File: config.mk
export PLATFORM = sky130hd
export DESIGN_NAME = time_set_ctrl
export DESIGN_NICKNAME = d
export VERILOG_FILES = /design/src/rtl/time_set_ctrl.sv
export SDC_FILE = /design/constraint.sdc
export NUM_CORES = 1
export LEC_CHECK = 0
export CORE_AREA = 2 2 76 63
export CTS_BUF_LIST = sky130_fd_sc_hd__clkbuf_8
export DETAILED_ROUTE_END_ITERATION = 6
export DIE_AREA = 0 0 78 65
export PLACE_DENSITY = 0.76
export RECOVER_POWER = 50
export SLEW_MARGIN = 10
export SYNTH_ARGS = -nofsm -noshare
export SYNTH_HDL_FRONTEND = slang
export SYNTH_SLANG_ARGS = --single-unit
File: constraint.sdc
create_clock -name px_clk -period 5.4 [get_ports px_clk]
set_input_delay 1.08 -clock px_clk [delete_from_list [all_inputs] [get_ports px_clk]]
set_output_delay 1.08 -clock px_clk [all_outputs]
set_load 0.05 [all_outputs]
File: src/rtl/time_set_ctrl.sv
// -----------------------------------------------------------------------------
// time_set_ctrl
//
// Button front end and set-mode state machine for a clock display.
// Two push buttons are synchronized, debounced on frame boundaries and turned
// into press events. The mode button cycles RUN -> SET_HRS -> SET_MIN ->
// SET_SEC -> RUN. In a set state the inc button emits increment pulses to the
// timekeeper, with auto-repeat while held. The selected field blinks, and the
// set state times out back to RUN after a period with no button activity.
//
// Ports
//   px_clk       in   pixel clock, all logic on the rising edge
//   reset        in   synchronous, active-high
//   frame_en     in   one-cycle pulse per frame
//   btn_mode     in   asynchronous mode button, active-high
//   btn_inc      in   asynchronous increment button, active-high
//   mode         out  [1:0] 0 RUN, 1 SET_HRS, 2 SET_MIN, 3 SET_SEC
//   hold_tick    out  high in any set state (freezes the seconds prescaler)
//   inc_hrs      out  one-cycle hours increment pulse
//   inc_min      out  one-cycle minutes increment pulse
//   inc_sec      out  one-cycle seconds increment pulse
//   field_blank  out  [2:0] blank mask {hrs,min,sec}
// -----------------------------------------------------------------------------
module time_set_ctrl #(
    parameter int DEBOUNCE_FRAMES = 2,
    parameter int REPEAT_DELAY    = 30,
    parameter int REPEAT_RATE     = 8,
    parameter int TIMEOUT_FRAMES  = 1800,
    parameter int BLINK_HALF      = 18
) (
    input  logic       px_clk,
    input  logic       reset,
    input  logic       frame_en,
    input  logic       btn_mode,
    input  logic       btn_inc,
    output logic [1:0] mode,
    output logic       hold_tick,
    output logic       inc_hrs,
    output logic       inc_min,
    output logic       inc_sec,
    output logic [2:0] field_blank
);

    localparam int REP_MAX = (REPEAT_DELAY > REPEAT_RATE) ? REPEAT_DELAY : REPEAT_RATE;
    localparam int DB_W    = $clog2(DEBOUNCE_FRAMES) + 1;
    localparam int REP_W   = $clog2(REP_MAX) + 1;
    localparam int TO_W    = $clog2(TIMEOUT_FRAMES) + 1;
    localparam int BL_W    = $clog2(BLINK_HALF) + 1;

    typedef enum logic [1:0] {
        RUN     = 2'd0,
        SET_HRS = 2'd1,
        SET_MIN = 2'd2,
        SET_SEC = 2'd3
    } state_t;

    state_t            state;
    state_t            state_nxt;

    logic [1:0]        mode_sync;
    logic [1:0]        inc_sync;
    logic              mode_db;
    logic              inc_db;
    logic [DB_W-1:0]   mode_db_cnt;
    logic [DB_W-1:0]   inc_db_cnt;

    logic              mode_flip;
    logic              inc_flip;
    logic              mode_db_nxt;
    logic              inc_db_nxt;
    logic              mode_rise;
    logic              inc_rise;

    logic              inc_active;
    logic              rep_armed;
    logic [REP_W-1:0]  rep_cnt;
    logic [TO_W-1:0]   idle_cnt;
    logic [BL_W-1:0]   blink_cnt;
    logic              phase;

    logic              timeout;
    logic              state_chg;
    logic              inc_press_ok;
    logic              rep_hit;
    logic              rep_fire;
    logic              inc_fire;
    logic              blink_hit;
    logic              phase_nxt;
    logic [2:0]        field_sel;
    logic [2:0]        field_blank_nxt;

    assign mode = state;

    always_ff @(posedge px_clk) begin
        if (reset) begin
            mode_sync <= 2'b00;
            inc_sync  <= 2'b00;
        end else begin
            mode_sync <= {mode_sync[0], btn_mode};
            inc_sync  <= {inc_sync[0], btn_inc};
        end
    end

    // A debounced level flips on the frame where the run of differing
    // samples reaches DEBOUNCE_FRAMES; the rise is the press event, which is
    // registered by every consumer at that same edge.
    always_comb begin
        mode_flip   = frame_en && (mode_sync[1] != mode_db) &&
                      (mode_db_cnt == DB_W'(DEBOUNCE_FRAMES - 1));
        inc_flip    = frame_en && (inc_sync[1] != inc_db) &&
                      (inc_db_cnt == DB_W'(DEBOUNCE_FRAMES - 1));
        mode_db_nxt = mode_db ^ mode_flip;
        inc_db_nxt  = inc_db ^ inc_flip;
        mode_rise   = mode_flip && !mode_db;
        inc_rise    = inc_flip && !inc_db;
    end

    always_ff @(posedge px_clk) begin
        if (reset) begin
            mode_db     <= 1'b0;
            inc_db      <= 1'b0;
            mode_db_cnt <= '0;
            inc_db_cnt  <= '0;
        end else if (frame_en) begin
            mode_db <= mode_db_nxt;
            inc_db  <= inc_db_nxt;
            if ((mode_sync[1] == mode_db) || mode_flip)
                mode_db_cnt <= '0;
            else
                mode_db_cnt <= mode_db_cnt + DB_W'(1);
            if ((inc_sync[1] == inc_db) || inc_flip)
                inc_db_cnt <= '0;
            else
                inc_db_cnt <= inc_db_cnt + DB_W'(1);
        end
    end

    // Next-state and pulse decisions. A mode press or timeout changes the
    // state and suppresses any inc activity in that same cycle; a held inc
    // only repeats if its press was accepted in the current state.
    always_comb begin
        timeout = (idle_cnt == TO_W'(TIMEOUT_FRAMES));

        state_nxt = state;
        if (mode_rise) begin
            case (state)
                RUN:     state_nxt = SET_HRS;
                SET_HRS: state_nxt = SET_MIN;
                SET_MIN: state_nxt = SET_SEC;
                default: state_nxt = RUN;
            endcase
        end else if (timeout && (state != RUN)) begin
            state_nxt = RUN;
        end
        state_chg = (state_nxt != state);

        inc_press_ok = inc_rise && (state != RUN) && !state_chg;
        rep_hit      = rep_armed ? (rep_cnt == REP_W'(REPEAT_RATE - 1))
                                 : (rep_cnt == REP_W'(REPEAT_DELAY - 1));
        rep_fire     = inc_active && frame_en && inc_db_nxt && rep_hit && !state_chg;
        inc_fire     = inc_press_ok || rep_fire;

        blink_hit = (blink_cnt == BL_W'(BLINK_HALF - 1));
        phase_nxt = phase;
        if ((state_nxt == RUN) || state_chg)
            phase_nxt = 1'b0;
        else if (frame_en && blink_hit)
            phase_nxt = !phase;

        case (state_nxt)
            SET_HRS: field_sel = 3'b100;
            SET_MIN: field_sel = 3'b010;
            SET_SEC: field_sel = 3'b001;
            default: field_sel = 3'b000;
        endcase
        field_blank_nxt = (phase_nxt && !inc_db_nxt) ? field_sel : 3'b000;
    end

    always_ff @(posedge px_clk) begin
        if (reset) begin
            state       <= RUN;
            hold_tick   <= 1'b0;
            inc_hrs     <= 1'b0;
            inc_min     <= 1'b0;
            inc_sec     <= 1'b0;
            field_blank <= 3'b000;
            phase       <= 1'b0;
            blink_cnt   <= '0;
            idle_cnt    <= '0;
            inc_active  <= 1'b0;
            rep_armed   <= 1'b0;
            rep_cnt     <= '0;
        end else begin
            state       <= state_nxt;
            hold_tick   <= (state_nxt != RUN);
            inc_hrs     <= inc_fire && (state == SET_HRS);
            inc_min     <= inc_fire && (state == SET_MIN);
            inc_sec     <= inc_fire && (state == SET_SEC);
            field_blank <= field_blank_nxt;
            phase       <= phase_nxt;

            if ((state_nxt == RUN) || state_chg)
                blink_cnt <= '0;
            else if (frame_en)
                blink_cnt <= blink_hit ? '0 : blink_cnt + BL_W'(1);

            // Saturates at TIMEOUT_FRAMES; the state leaves on the next edge,
            // which clears it again.
            if ((state_nxt == RUN) || mode_rise || inc_rise || rep_fire)
                idle_cnt <= '0;
            else if (frame_en && (idle_cnt != TO_W'(TIMEOUT_FRAMES)))
                idle_cnt <= idle_cnt + TO_W'(1);

            if (inc_press_ok) begin
                inc_active <= 1'b1;
                rep_armed  <= 1'b0;
                rep_cnt    <= '0;
            end else if (state_chg || !inc_db_nxt) begin
                inc_active <= 1'b0;
                rep_armed  <= 1'b0;
                rep_cnt    <= '0;
            end else if (frame_en && inc_active) begin
                if (rep_hit) begin
                    rep_armed <= 1'b1;
                    rep_cnt   <= '0;
                end else begin
                    rep_cnt <= rep_cnt + REP_W'(1);
                end
            end
        end
    end

endmodule

==> results.json, run 1 <==
{
  "grt_max_degree": 24,
  "hp-class": "register to register",
  "cts_max_level": 2,
  "worstPathMaxFanout": 23,
  "die_area_um2": 5070,
  "viasPerCell": 5.46,
  "grt_pass1_vias": 1610,
  "hold_violations": 0,
  "syn_area_per_cell_um2": 8.59,
  "drc": 0,
  "cp-startpoint": "frame_en",
  "antenna_found_initial": 0,
  "ys_seq_area_share_pct": 40.0,
  "rows": 22,
  "finish.net_count": 295,
  "p_total_mw": 0.562,
  "pwr_density_cell_nw_per_um2": 222,
  "synth_fp_nets": 286,
  "synth_top_cell_area_share_pct": 40.0,
  "yosysTopAreaCell": "dfxtp_1",
  "r2r_cells": 8,
  "dr.pass1.iters": 4,
  "reg2reg_setup_slack_ns": 2.96,
  "clk_pin_slew_worst_paths_ns": 0.08,
  "grt-ovfl-total": 0,
  "regToRegEndpoint": "field_blank[2]",
  "initial_core_util_pct": 52.3,
  "cts.hold.buffers_added": 0,
  "fp.coreArea_um2": 4400,
  "gp_congestion": 0.810,
  "p_leak_nw": 0.831,
  "critical_path_class": "primary input to register",
  "rsz0062_at_grt": "no",
  "critical_path_arrival_ns": 3.94,
  "fillers": 409,
  "worstReg2RegStart": "mode_db_cnt[0]",
  "synth_edf_count": 0,
  "cp.required_ns": 5.60,
  "die_w_um": 78,
  "fin_crit_ns": 3.73,
  "wl_um": 4230,
  "max_slew_margin_pct": 50.2,
  "skew_ns": 0.00570,
  "grt_use_total_pct": 18.7,
  "fin_tns_setup_ns": 0,
  "slew_viol_final": 0,
  "post_cts_buffers": 0,
  "n_antenna_cell": 0,
  "endpoint": "field_blank[2]",
  "top_level_ports": 14,
  "post_cts_resized": 0,
  "clockBufferDepth": 2,
  "cts_sinks": 46,
  "syn_to_final_growth_pct": 10.0,
  "synth_seq_cells": 46,
  "crit_path_end_kind": "register",
  "critPathLaunchType": "primary input",
  "postRouteAntennaNets": 0,
  "tightest_slew_ns": 0.744,
  "cts_tree": "done",
  "status": "finished, final reports clean",
  "grt_pass1_wl_um": 7520,
  "drtIter0Drc": 177,
  "syn_area_um2": 2300,
  "num_vias": 1840,
  "yosysUniqueCellTypes": 45,
  "cts_made_buffers": 5,
  "async_flop_share_pct": 0,
  "io_buffers": 13,
  "maxCapViolations": 0,
  "vdd_drop_max_mv": 0.135,
  "max_freq_mhz": 268,
  "synth_area_leaders": "dfxtp_1 40%, ha_1 7.1%, nor2_1 5.4%, xnor2_1 4.9%, nand2_1 3.6%",
  "die_h_um": 65,
  "yosys_warnings": 0,
  "period_share_pct": 69.1,
  "clk_latency_ns": 0.29,
  "finalSetupViolations": 0,
  "drive_gt1_share_pct": 3.25,
  "synth_cells": 268,
  "wire_per_inst_um": 12.6,
  "dp_hpwl_um": 3040,
  "synth-main-ff-cell": "dfxtp_1",
  "cts_root_buf": "clkbuf_8"
}
[critical path, stage by stage]
cell,delay (ns)
dlygate4sd3_1,1.02
nand2_1,0.10
nor2_1,0.13
ha_1,0.44
or4b_1,0.48
o32ai_1,0.24
o31ai_4,0.17
nor4_1,0.27
[cell families (layout without fill, tap and decap cells)]
group	after synthesis	after routing	share of synthesized area, %
xor gates and xnor gates	19	19	7.22
buffers and inverters	26	35	4.62
muxes	3	3	1.30
DFF	46	46	40.0
and+or+nand+nor	123	123	28.6
AOI/OAI and AO/OA	38	38	11.2
adders and majority gates	13	13	7.06
[worst min-delay path by stage]
stage	start	endpoint	slack, ns	cells after the start
global placement	mode_sync[0]	mode_sync[1]	0.42	1
detailed placement	inc_sync[0]	inc_sync[1]	0.43	1
finish	mode_sync[0]	mode_sync[1]	0.44	1
global route	mode_sync[0]	mode_sync[1]	0.47	1
CTS	mode_sync[0]	mode_sync[1]	0.45	1
floorplan	inc_sync[0]	inc_sync[1]	0.41	1
[layout make-up]
type / count / area (µm²) / share of cell area (%)
clock buffers: 5 / 68.8 / 2.71
clock inverters: 2 / 7.51 / 0.296
inverters: 15 / 56.3 / 2.22
multi-input cells: 196 / 1280 / 50.3
flip-flops and latches: 46 / 921 / 36.3
well taps: 60 / 75.1 / 2.96
repair buffers: 13 / 130 / 5.13
[metal layers]
metal / global-route usage, % / share of wire, % / routed length (µm)
met1: 26.7 / 51 / 2170
met3: 5.01 / 5.7 / 240
met2: 27.4 / 41 / 1750
met5: 0 / 0 / 0
met4: 5.92 / 1.5 / 65
[cells in the final DEF, fill, tap and decap left out, types with 3 or more instances in the layout]
cell type and n:
o21ai_0 5, nand4_1 4, nor4_1 8, mux2i_1 3, xor2_1 6, clkbuf_8 5, nand2b_1 3, nor3_1 11
nand3_1 10, or4_1 5, dlygate4sd3_1 11, nor2b_1 5, nor3b_1 5, dfxtp_1 46, a211oi_1 5, nand3b_1 4
nor2_1 33, inv_1 17, a21oi_1 15, ha_1 13, nand2_1 22, xnor2_1 13
[synth_stat cells, drive strengths merged (2+ instances only)]
| master | number |
|---|---|
| a211oi | 5 |
| a21oi | 15 |
| a31oi | 2 |
| and3 | 2 |
| buf | 3 |
| clkbuf | 8 |
| dfxtp | 46 |
| ha | 13 |
| inv | 15 |
| mux2i | 3 |
| nand2 | 22 |
| nand2b | 3 |
| nand3 | 10 |
| nand3b | 4 |
| nand4 | 4 |
| nor2 | 33 |
| nor2b | 5 |
| nor3 | 11 |
| nor3b | 5 |
| nor4 | 8 |
| o21ai | 5 |
| o31ai | 2 |
| or2 | 2 |
| or4 | 5 |
| or4b | 3 |
| or4bb | 2 |
| xnor2 | 13 |
| xor2 | 6 |
[flip-flops by register name, indices dropped and copies added (netlist names), 2 cells and up]
signal / count
blink_cnt: 6
idle_cnt: 12
rep_cnt: 6
mode_sync: 2
inc_sync: 2
field_blank: 3
inc_db_cnt: 2
mode_db_cnt: 2
mode: 2
[through the flow]
| stage | std cells | hold WS (ns) | instance area [µm²] | setup WS (ns) | utilization, % |
|---|---|---|---|---|---|
| floorplan | 268 | 0.414 | 2300 | 2.21 | - |
| global placement | 330 | 0.416 | 2460 | 1.54 | 55.8 |
| detailed placement | 330 | 0.427 | 2460 | 1.46 | 55.8 |
| CTS | 337 | 0.447 | 2530 | 1.77 | 57.6 |
| global route | 337 | 0.473 | 2530 | 1.41 | 57.6 |
| finish | 337 | 0.443 | 2530 | 1.67 | 57.6 |
[power breakdown]
| part | total, mW | internal (mW) | switching [mW] |
|---|---|---|---|
| logic | 0.0263 | 0.0104 | 0.0160 |
| registers | 0.345 | 0.342 | 0.00232 |
| clock network | 0.190 | 0.0854 | 0.105 |
Power figures use the tool's default switching activity.
==> run 2: changes to the inputs <==
--- a/config.mk
+++ b/config.mk
@@ -9,7 +9,7 @@
 export CTS_BUF_LIST = sky130_fd_sc_hd__clkbuf_8
 export DETAILED_ROUTE_END_ITERATION = 6
 export DIE_AREA = 0 0 78 65
-export PLACE_DENSITY = 0.76
+export PLACE_DENSITY = 0.79
 export RECOVER_POWER = 50
 export SLEW_MARGIN = 10
 export SYNTH_ARGS = -nofsm -noshare
==> constraint.sdc (replaced) <==
create_clock -name px_clk -period 3.4 [get_ports px_clk]
set_input_delay 0.68 -clock px_clk [delete_from_list [all_inputs] [get_ports px_clk]]
set_output_delay 0.68 -clock px_clk [all_outputs]
set_load 0.05 [all_outputs]
==> run 2 against run 1 <==
Effect of this change:
- combinational power increased by 76%
- sequential share of layout area fell by 0.84 points
- first-iteration DRC count decreased by 50%
- final area increased by 2.4%
- clock skew grew 0.0042 ns
- worst hold slack lost 0.00063 ns
- register-to-register slack lost 1.9 ns
- power grew 75%
- die area did not move
- critical path depth is 1 lower
- cell count increased by 1.8%
- largest cell class unchanged
==> results.json, run 2 (same netlist as run 1, synthesis figures left out) <==
{
  "clk_pin_slew_worst_paths_ns": 0.08,
  "n_antenna_cell": 0,
  "vdd_drop_max_mv": 0.252,
  "skew_ns": 0.00988,
  "period_share_pct": 83.2,
  "hp-class": "register to register",
  "worstPathMaxFanout": 12,
  "postRouteAntennaNets": 0,
  "cp-startpoint": "frame_en",
  "drtIter0Drc": 89,
  "cts_tree": "done",
  "p_total_mw": 0.982,
  "drive_gt1_share_pct": 4.59,
  "fillers": 399,
  "post_cts_buffers": 0,
  "drc": 0,
  "wire_per_inst_um": 13.1,
  "finish.net_count": 300,
  "fp.coreArea_um2": 4400,
  "num_vias": 1907,
  "max_freq_mhz": 353,
  "clockBufferDepth": 2,
  "hold_violations": 0,
  "crit_path_end_kind": "register",
  "pwr-share-comb_pct": 4.7,
  "slowest_delay_ns": 0.73,
  "top_level_ports": 14,
  "dp_hpwl_um": 3230,
  "critical_path_arrival_ns": 2.99,
  "io_buffers": 13,
  "p_sw_share_pct": 20.9,
  "grt_use_total_pct": 19.1,
  "critical_path_class": "primary input to register",
  "finalSetupViolations": 0,
  "largest_register_ffs": 12,
  "initial_core_util_pct": 52.3,
  "cts_root_buf": "clkbuf_8",
  "top_register": "idle_cnt",
  "hold_ws_ns": 0.442,
  "min-delay-start": "mode_sync[0]",
  "crit_top_cell": "nor2_1",
  "max_slew_margin_pct": 56.2,
  "p_clk_share_pct": 39.5,
  "pwr_density_cell_nw_per_um2": 378,
  "cts_sinks": 46,
  "p_leak_nw": 0.863,
  "rsz0062_at_grt": "no",
  "die_area_um2": 5070,
  "viasPerCell": 5.56,
  "path_cells": "dlygate4sd3_1, nand2_1, nor2_1, ha_1, a2111oi_0, nand3b_1, nor2_1",
  "reg_top3": "idle_cnt x12, blink_cnt x6, rep_cnt x6",
  "grt_pass1_wl_um": 7840,
  "post_cts_resized": 0,
  "status": "finished, final reports clean",
  "maxCapViolations": 0,
  "worstReg2RegStart": "mode[0]",
  "cp.required_ns": 3.56,
  "grt_max_degree": 14,
  "grt_pass1_vias": 1773,
  "worst_path_max_delay_cell": "dlygate4sd3_1",
  "fin_crit_ns": 2.83,
  "die_w_um": 78,
  "final_common_cell": "dfxtp_1",
  "die_h_um": 65,
  "final_cell_mix": "46 x dfxtp_1, 33 x nor2_1, 22 x nand2_1",
  "post-route-util_pct": 58.9,
  "grt-ovfl-total": 0,
  "cts_made_buffers": 5,
  "antenna_found_initial": 0,
  "wl_um": 4510,
  "cts_max_level": 2,
  "slew_viol_final": 0,
  "clk_latency_ns": 0.29,
  "p_switching_mw": 0.206,
  "critPathLaunchType": "primary input",
  "dr.pass1.iters": 5,
  "rows": 22,
  "p_int_mw": 0.777,
  "cts.hold.buffers_added": 0,
  "fin_tns_setup_ns": 0,
  "gp_congestion": 0.852,
  "syn_to_final_growth_pct": 12.7,
  "sequentialPowerShare_pct": 55.8,
  "tightest_slew_ns": 0.648
}
[run 2: cell types whose count changed in the layout (fill, tap and decap cells not counted), sizes merged]
cell / before / now
clkbuf: 5 / 7
buf: 0 / 3
bufinv: 0 / 1
[run 2: layout make-up]
class / instances / area [µm²] / area share, %
well taps: 60 / 75.1 / 2.89
flip-flops and latches: 46 / 921 / 35.5
inverters: 15 / 56.3 / 2.17
repair buffers: 18 / 160 / 6.17
multi-input cells: 196 / 1280 / 49.2
clock buffers: 5 / 68.8 / 2.65
clock inverters: 3 / 37.5 / 1.45
[run 2: final timing paths]
path | to | slack (ns) | cells past startpoint
setup / recovery | idle_cnt[1] | 0.57 | 7
hold / removal | mode_sync[1] | 0.44 | 1
setup reg to reg | rep_cnt[0] | 1.03 | 5
hold reg to reg | mode_sync[1] | 0.44 | 1
[run 2: power by group through the flow]
stage | clock network, mW | logic, mW | registers (mW)
finish | 0.388 | 0.0462 | 0.548
global route | 0.424 | 0.0515 | 0.549
CTS | 0.399 | 0.0470 | 0.548
detailed placement | 0 | 0.0466 | 0.561
global placement | 0 | 0.0456 | 0.560
floorplan | 0 | 0.0314 | 0.560
[run 2: per-stage QoR]
step	area [µm²]	worst slack (ns)	std cells
floorplan	2300	0.608	268
global placement	2500	0.491	335
detailed placement	2500	0.355	335
CTS	2600	0.650	343
global route	2590	0.365	343
finish	2590	0.570	343
[run 2: metal layers]
metal	share of wire, %	wire length [µm]	global-route usage, %	up-vias
li1	-	-	-	966
met1	50	2270	24.8	890
met2	44	1990	31.7	46
met3	4.5	202	4.32	5
met4	0.91	41	5.92	0
met5	0	0	0	-
[run 2: worst max-delay path: cells and delay by family]
kind	cells	cell delay, ns
adders and majority gates	1	0.28
and+or+nand+nor	4	0.76
buffers and inverters	1	0.73
AOI/OAI and AO/OA	1	0.53
